$ cat src/rtl/keypad_code_player.sv
// keypad_code_player: replays a multi-digit BCD code as one-hot keypad presses,
// then samples the lock's button_on response and reports pass/fail/err.
// Latency: a valid code accepted at edge k shows its first press in cycle k+1,
// and done is high in cycle k+1+DIGITS*(HOLD_CYC+GAP_CYC)+WAIT_CYC. An invalid
// code gives done in cycle k+1.
// Backpressure: none. start is only honoured in IDLE and is dropped while busy.
// Ports:
//   clock, reset      rising-edge clock, synchronous active-high reset
//   start, code       run request and BCD code (MS nibble is played first)
//   button_on         lock response; only sampled during the response window
//   num               one-hot keypad bus (bit d = digit d pressed)
//   busy, done        run in progress / one-cycle end-of-run pulse
//   pass, err         result of the last run; held until the next accepted start
module keypad_code_player #(
  parameter int DIGITS   = 3,
  parameter int HOLD_CYC = 5,
  parameter int GAP_CYC  = 5,
  parameter int WAIT_CYC = 10,
  parameter int CNT_W    = 8
) (
  input  logic                  clock,
  input  logic                  reset,
  input  logic                  start,
  input  logic [4*DIGITS-1:0]   code,
  input  logic                  button_on,
  output logic [9:0]            num,
  output logic                  busy,
  output logic                  done,
  output logic                  pass,
  output logic                  err
);

  localparam int IDX_W = (DIGITS > 1) ? $clog2(DIGITS) : 1;

  typedef enum logic [2:0] {
    S_IDLE,
    S_PRESS,
    S_RELEASE,
    S_WAIT,
    S_DONE
  } state_t;

  state_t              state_q, state_d;
  logic [CNT_W-1:0]    timer_q, timer_d;
  logic [IDX_W-1:0]    idx_q, idx_d;
  // Digits still to be played, left-aligned so the next one is always the top nibble.
  logic [4*DIGITS-1:0] sh_q, sh_d;
  logic [9:0]          num_q, num_d;
  logic                busy_q, busy_d;
  logic                done_q, done_d;
  logic                pass_q, pass_d;
  logic                err_q, err_d;

  function automatic logic [9:0] onehot(input logic [3:0] d);
    onehot = 10'd1 << d;
  endfunction

  function automatic logic has_bad_digit(input logic [4*DIGITS-1:0] c);
    has_bad_digit = 1'b0;
    for (int i = 0; i < DIGITS; i++) begin
      if (c[4*i +: 4] > 4'd9) has_bad_digit = 1'b1;
    end
  endfunction

  // Outputs are computed for the next state so that num/busy/done are registered
  // yet line up exactly with the state they belong to.
  always_comb begin
    state_d = state_q;
    timer_d = timer_q;
    idx_d   = idx_q;
    sh_d    = sh_q;
    num_d   = num_q;
    busy_d  = busy_q;
    done_d  = 1'b0;
    pass_d  = pass_q;
    err_d   = err_q;

    case (state_q)
      S_IDLE: begin
        if (start) begin
          pass_d  = 1'b0;
          err_d   = 1'b0;
          busy_d  = 1'b1;
          timer_d = '0;
          idx_d   = '0;
          if (has_bad_digit(code)) begin
            state_d = S_DONE;
            err_d   = 1'b1;
            done_d  = 1'b1;
          end else begin
            state_d = S_PRESS;
            num_d   = onehot(code[4*DIGITS-1 -: 4]);
            sh_d    = code << 4;
          end
        end
      end

      S_PRESS: begin
        if (timer_q == CNT_W'(HOLD_CYC - 1)) begin
          state_d = S_RELEASE;
          timer_d = '0;
          num_d   = '0;
        end else begin
          timer_d = timer_q + CNT_W'(1);
        end
      end

      S_RELEASE: begin
        if (timer_q == CNT_W'(GAP_CYC - 1)) begin
          timer_d = '0;
          if (idx_q == IDX_W'(DIGITS - 1)) begin
            state_d = S_WAIT;
          end else begin
            state_d = S_PRESS;
            idx_d   = idx_q + IDX_W'(1);
            num_d   = onehot(sh_q[4*DIGITS-1 -: 4]);
            sh_d    = sh_q << 4;
          end
        end else begin
          timer_d = timer_q + CNT_W'(1);
        end
      end

      S_WAIT: begin
        // Any high sample in the window unlocks; the final window cycle counts too.
        pass_d = pass_q | button_on;
        if (timer_q == CNT_W'(WAIT_CYC - 1)) begin
          state_d = S_DONE;
          timer_d = '0;
          done_d  = 1'b1;
        end else begin
          timer_d = timer_q + CNT_W'(1);
        end
      end

      S_DONE: begin
        state_d = S_IDLE;
        busy_d  = 1'b0;
      end

      default: begin
        state_d = S_IDLE;
        num_d   = '0;
        busy_d  = 1'b0;
      end
    endcase
  end

  always_ff @(posedge clock) begin
    if (reset) begin
      state_q <= S_IDLE;
      timer_q <= '0;
      idx_q   <= '0;
      sh_q    <= '0;
      num_q   <= '0;
      busy_q  <= 1'b0;
      done_q  <= 1'b0;
      pass_q  <= 1'b0;
      err_q   <= 1'b0;
    end else begin
      state_q <= state_d;
      timer_q <= timer_d;
      idx_q   <= idx_d;
      sh_q    <= sh_d;
      num_q   <= num_d;
      busy_q  <= busy_d;
      done_q  <= done_d;
      pass_q  <= pass_d;
      err_q   <= err_d;
    end
  end

  assign num  = num_q;
  assign busy = busy_q;
  assign done = done_q;
  assign pass = pass_q;
  assign err  = err_q;

endmodule
$ cat config.mk
export PLATFORM = sky130hd
export DESIGN_NAME = keypad_code_player
export DESIGN_NICKNAME = d
export VERILOG_FILES = /design/src/rtl/keypad_code_player.sv
export SDC_FILE = /design/constraint.sdc
export NUM_CORES = 1
export LEC_CHECK = 0
export CORE_ASPECT_RATIO = 1.2
export CORE_MARGIN = 10
export CORE_UTILIZATION = 40
export CTS_CLUSTER_SIZE = 24
export DETAILED_ROUTE_END_ITERATION = 7
export GPL_ROUTABILITY_DRIVEN = 0
export SLEW_MARGIN = 5
export SYNTH_ARGS = -nofsm -noshare
export SYNTH_HDL_FRONTEND = slang
export SYNTH_SLANG_ARGS = --single-unit
$ cat constraint.sdc
create_clock -name clock -period 2.5 [get_ports clock]
set_clock_uncertainty 0.15 [all_clocks]
set_input_delay 0.5 -clock clock [delete_from_list [all_inputs] [get_ports clock]]
set_output_delay 0.5 -clock clock [all_outputs]
set_load 0.1 [all_outputs]
* Yosys cells after proc, flatten, opt, wreduce, memory -nomap -nowiden
Index checks and enable logic that the tools add are counted.
** Storage, ports and cells
- Bits in registers :: 39
- Input bits :: 16
- Output and inout bits :: 14
- Word-level logic and storage cells :: 86
** Cells by class
- Add/sub/neg operators :: 2
- Order comparisons :: 3
- Eq/ne operators :: 13
- Shift-type cells :: 2
- Multiplexer cells :: 39
- Bitwise gates (word level) :: 3
- Reduce and logical (&&, ||, !) cells :: 15
** Operators by type and width (count)
- $mux 10 :: 5
- $mux 12 :: 4
- $pmux 10 s4 :: 1
- $mux 8 :: 3
- $pmux 12 s2 :: 1
- $pmux 8 s3 :: 1
- $shl 1x4->10 const A :: 2
- $mux 3 :: 5
- $gt 4x4->1 const B :: 3
- $ne 2x2->1 const B :: 6
- $pmux 3 s4 :: 1
- $mux 1 :: 10
- $add 8x1->8 const B :: 1
- $eq 8x3->1 const B :: 1
- $eq 8x4->1 const B :: 1
- $mux 2 :: 4
- $reduce_and 2->1 :: 4
- $reduce_and 4->1 :: 2
- $eq 3x2->1 const B :: 2
- $pmux 1 s2 :: 3
- $reduce_and 6->1 :: 1
- $reduce_and 5->1 :: 1
- $pmux 2 s2 :: 1
- $reduce_bool 2->1 :: 2
- 10 further kinds :: 12

* Longest topological paths before layout
- Depth after elaboration :: 9
- Gate-level depth with buffers :: 8
- Depth with buffers taken out :: 7

* Least setup slack after synthesis
OpenSTA, ideal clock, no wires.
- Kind :: register to register
- Start point :: reg timer_q[4]
- End point :: reg num_q[8], in the netlist num[8]
- Library setup time :: 0.072 ns
- Data arrival time :: 2.117 ns
- Required time :: 2.278 ns
- Slack :: 0.162 ns
- Cell stages (with the launch flop) :: 7
- Buffers on the path :: 1
- Clock period less this slack :: 2.338 ns
- Path through :: dfxtp_1 -> or4_4 -> or3_4 -> a221oi_4 -> o21a_1 -> buf_6 -> mux2i_1
** Between the ends
- Cells in the longest elaborated chain, start to end :: 3
- Elaborated cells between the ends (all ways) :: 4
- Those cells by class :: eq/ne: 3; reduce/logical: 1
** Ends and longest elaborated chain
- start, declared :: RTL line 44 : logic [CNT_W-1:0] timer_q, timer_d;
- start signal, assigned :: RTL line 162 : timer_q <= timer_d;
- $eq 8x3->1 * :: RTL line 99, 109
- $ne 2x2->1 (no source line)
- $reduce_and 6->1 (no source line) *
- end signal, assigned :: RTL line 165 : num_q <= num_d;
- end, declared :: RTL line 48 : logic [9:0] num_q, num_d;
Every way passes the cells marked *; elsewhere a longest branch is shown, timed or not.
A chain may end at the register's enable or synchronous reset.

* Final worst setup path
- Start point :: reg timer_q[7]
- End point :: reg num_q[8], in the netlist num[8]
Same word-level chain as after synthesis.

==> results.yml <==
finish:
  multi_input_area_sq_um: 1090
  syn_to_final_growth_pct: 28.1
  layout.cells.non_filler: 334
  diodes: 0
  drive_gt1_frac: 0.192
  n_fill_cell: 468
  nets: 295
  register_area_sq_um: 701
routing:
  dr.pass1.iters: 4
  ant_nets: 0
  routed_wl_um: 4600
  drt_first_iter_violations: 71
  viasPerCell: 5.29
  drcViolationCount: 0
  vias: 1766
  route.detailed.wl_per_inst_um: 13.8
critical_path:
  worstPathCellList: "or4_4, or3_4, a221oi_4, o21a_1, buf_12, mux2i_1"
  path_max_fanout: 10
  crit_buf_inv: 1
  crit_required_ns: 2.56
  critical_path_arrival_ns: 2.41
  critical_path_class: "flop to flop"
  critPathCaptureType: "flop"
  cp-start-kind: "flop"
  max_stage_delay_ns: 0.57
  critPathTopFamily: "simple AND/OR/NAND/NOR gates"
  slowest_stage: "or4_4"
power:
  p_int_mw: 0.857
  p_leak_nw: 0.925
  comb_power_share: 0.188
  p_seq_frac: 0.486
  sw_frac_of_total: 0.288
  p_clk_frac: 0.326
  ir_drop_mv: 0.274
  power.density_nw_per_um2: 503
  p_sw_mw: 0.347
sta:
  finalCritPeriodShare: 0.941
  relSlewSlack: 0.593
  fmax_ghz: 0.425
  fin_setup_tns_ns: 0
  hold_viol_final: 0
  drv_slew: 0
  worst_pin_slew_ns: 0.605
  fin_crit_ns: 2.35
  hold_slack_ns: 0.325
  rsz0062_at_grt: "no"
  setup_viol: 0
clock_tree:
  cts_tree: "built"
  h-tree-depth: 2
  post-cts-setup-buffer-count: 0
  cts.sinks: 35
  cts_buffer_depth: 2
  path_clk_slew_ns: 0.07
  cts-buffers-inserted: 5
  clock_latency_ns: 0.28
  hold_buffers: 0
  postCtsResizedCells: 0
  root_buffer: "clkbuf_8"
floorplanning:
  io_pins: 30
  die_height_um: 94.8
  dieWidth_um: 82.4
  die-area_sq_um: 7810
  initial_utilization: 0.409
  rows: 27
  core_area_sq_um: 4560
synth:
  netlist_area_sq_um: 1870
  synth_top_area_share: 0.375
  ys_warn_count: 0
  synth_top_family_by_area: "simple AND/OR/NAND/NOR gates"
  ys_seq_area_frac: 0.375
  synth_top_cell_by_area: "dfxtp_1"
  synth_ff_type: "dfxtp_1"
  synth_seq_cells: 35
  synth_compound_area_frac: 0.204
  netlist_instances: 230
  ys_types: 45
  synth-simple-area-share: 0.300
  avgSynthCellArea_sq_um: 8.12
  synthMuxAreaShare: 0.0436
  synth_nets: 250
  synth-edff-count: 0
  synthAdderAreaFrac: 0.0268
  synth-xor-area-share: 0.00938
  synthArstFlopShare: 0
  synth.area.top_cells: "dfxtp_1 38%, o21ai_0 6.4%, nand3_1 4.8%"
  yosysMostFrequentCell: "dfxtp_1"
  synth_common_cells: "35 x dfxtp_1, 24 x o21ai_0, 23 x nor2_1"
grt:
  grt_max_degree: 27
  grt_pass1_wl_um: 7510
  antenna_found_initial: 0
  grt_pass1_vias: 1671
  grtUsageTotal: 0.119
  grt-ovfl-total: 0
placement:
  portBuffers: 29
  dp.cells: 326
  hpwl_um: 3580
hold_path:
  worstHoldPathType: "flop to flop"
run_status:
  status: "finished clean"
job:
  cap_violations: 0
cell usage in the layout (no fill, tap or decap), drive strengths merged, types with 2 or more instances in the layout:
cell / n
a211oi: 6
a21oi: 12
a221oi: 2
a31oi: 5
and2: 3
and3: 2
and3b: 3
buf: 35
clkbuf: 5
clkdlybuf4s50: 15
clkinv: 3
dfxtp: 35
ha: 4
inv: 5
mux2i: 7
nand2: 15
nand2b: 13
nand3: 18
nand3b: 4
nand4: 2
nor2: 23
nor3: 6
nor3b: 3
nor4: 3
o21ai: 25
o311ai: 2
or2: 2
or3: 4
or4: 2
xnor2: 2
worst register-to-register path, delay by kind of cell, from the launching register on:
family          cells  cell delay, ns
compound gates      2            0.50
buf+inv             1            0.13
flops               1            0.34
mux                 1            0.18
simple gates        2            0.98
cell type report:
class                      count  share of cell area
inverter                       5             0.00785
timing repair buffer          50               0.178
multi-input combinational    178               0.456
clock buffer                   5              0.0288
tap                           58              0.0304
clock inverter                 3             0.00628
sequential                    35               0.293
cells by family after synthesis:
family                   Yosys count
AND/OR/NAND/NOR                  104
AO/OA/AOI/OAI                     60
flip-flops                        35
buffers and inverters             17
multiplexers                       8
adder cells (fa/ha/maj)            4
XOR/XNOR                           2
state kept, by name, summed over array words and instances (netlist names):
register,flops
busy,1
done,1
err,1
idx_q,2
num,10
pass,1
sh_q,8
state_q,3
timer_q,8
routing by layer:
| metal | track usage | vias to the layer above | part of all wire |
|---|---|---|---|
| met5 | 0 | - | 0 |
| met4 | 0.0412 | 0 | 0.017 |
| met3 | 0.0371 | 7 | 0.055 |
| met2 | 0.200 | 30 | 0.46 |
| met1 | 0.139 | 807 | 0.47 |
| li1 | - | 922 | - |
power groups by stage:
| stage | clock network (mW) | registers [mW] | logic, mW |
|---|---|---|---|
| 6_report | 0.393 | 0.585 | 0.226 |
| 5_1_grt | 0.432 | 0.587 | 0.245 |
| 4_1_cts | 0.410 | 0.585 | 0.228 |
| 3_5_place_dp | 0 | 0.598 | 0.227 |
| 3_3_place_gp | 0 | 0.598 | 0.226 |
| 2_1_floorplan | 0 | 0.640 | 0.0960 |
worst paths after layout:
check,from,to,slack [ns],depth (start not counted)
worst min-delay path,num[1]$_SDFFE_PP0P_,num[1]$_SDFFE_PP0P_,0.33,2
worst max register to register,timer_q[7]$_SDFFE_PP0P_,num[8]$_SDFFE_PP0P_,0.15,6
worst max-delay path,timer_q[7]$_SDFFE_PP0P_,num[8]$_SDFFE_PP0P_,0.15,6
worst min register to register,num[1]$_SDFFE_PP0P_,num[1]$_SDFFE_PP0P_,0.33,2
through the flow:
step                      setup slack [ns]  area (sq um)  utilization  power, mW
after CTS                            0.129          2390        0.524       1.22
after floorplan                      0.162          1870            -      0.736
after global placement              0.0846          2310        0.506      0.823
final                                0.146          2390        0.524       1.20
after global routing                0.0500          2390        0.524       1.26
after detailed placement            0.0139          2310        0.506      0.825
Power figures use the tool's default switching activity.
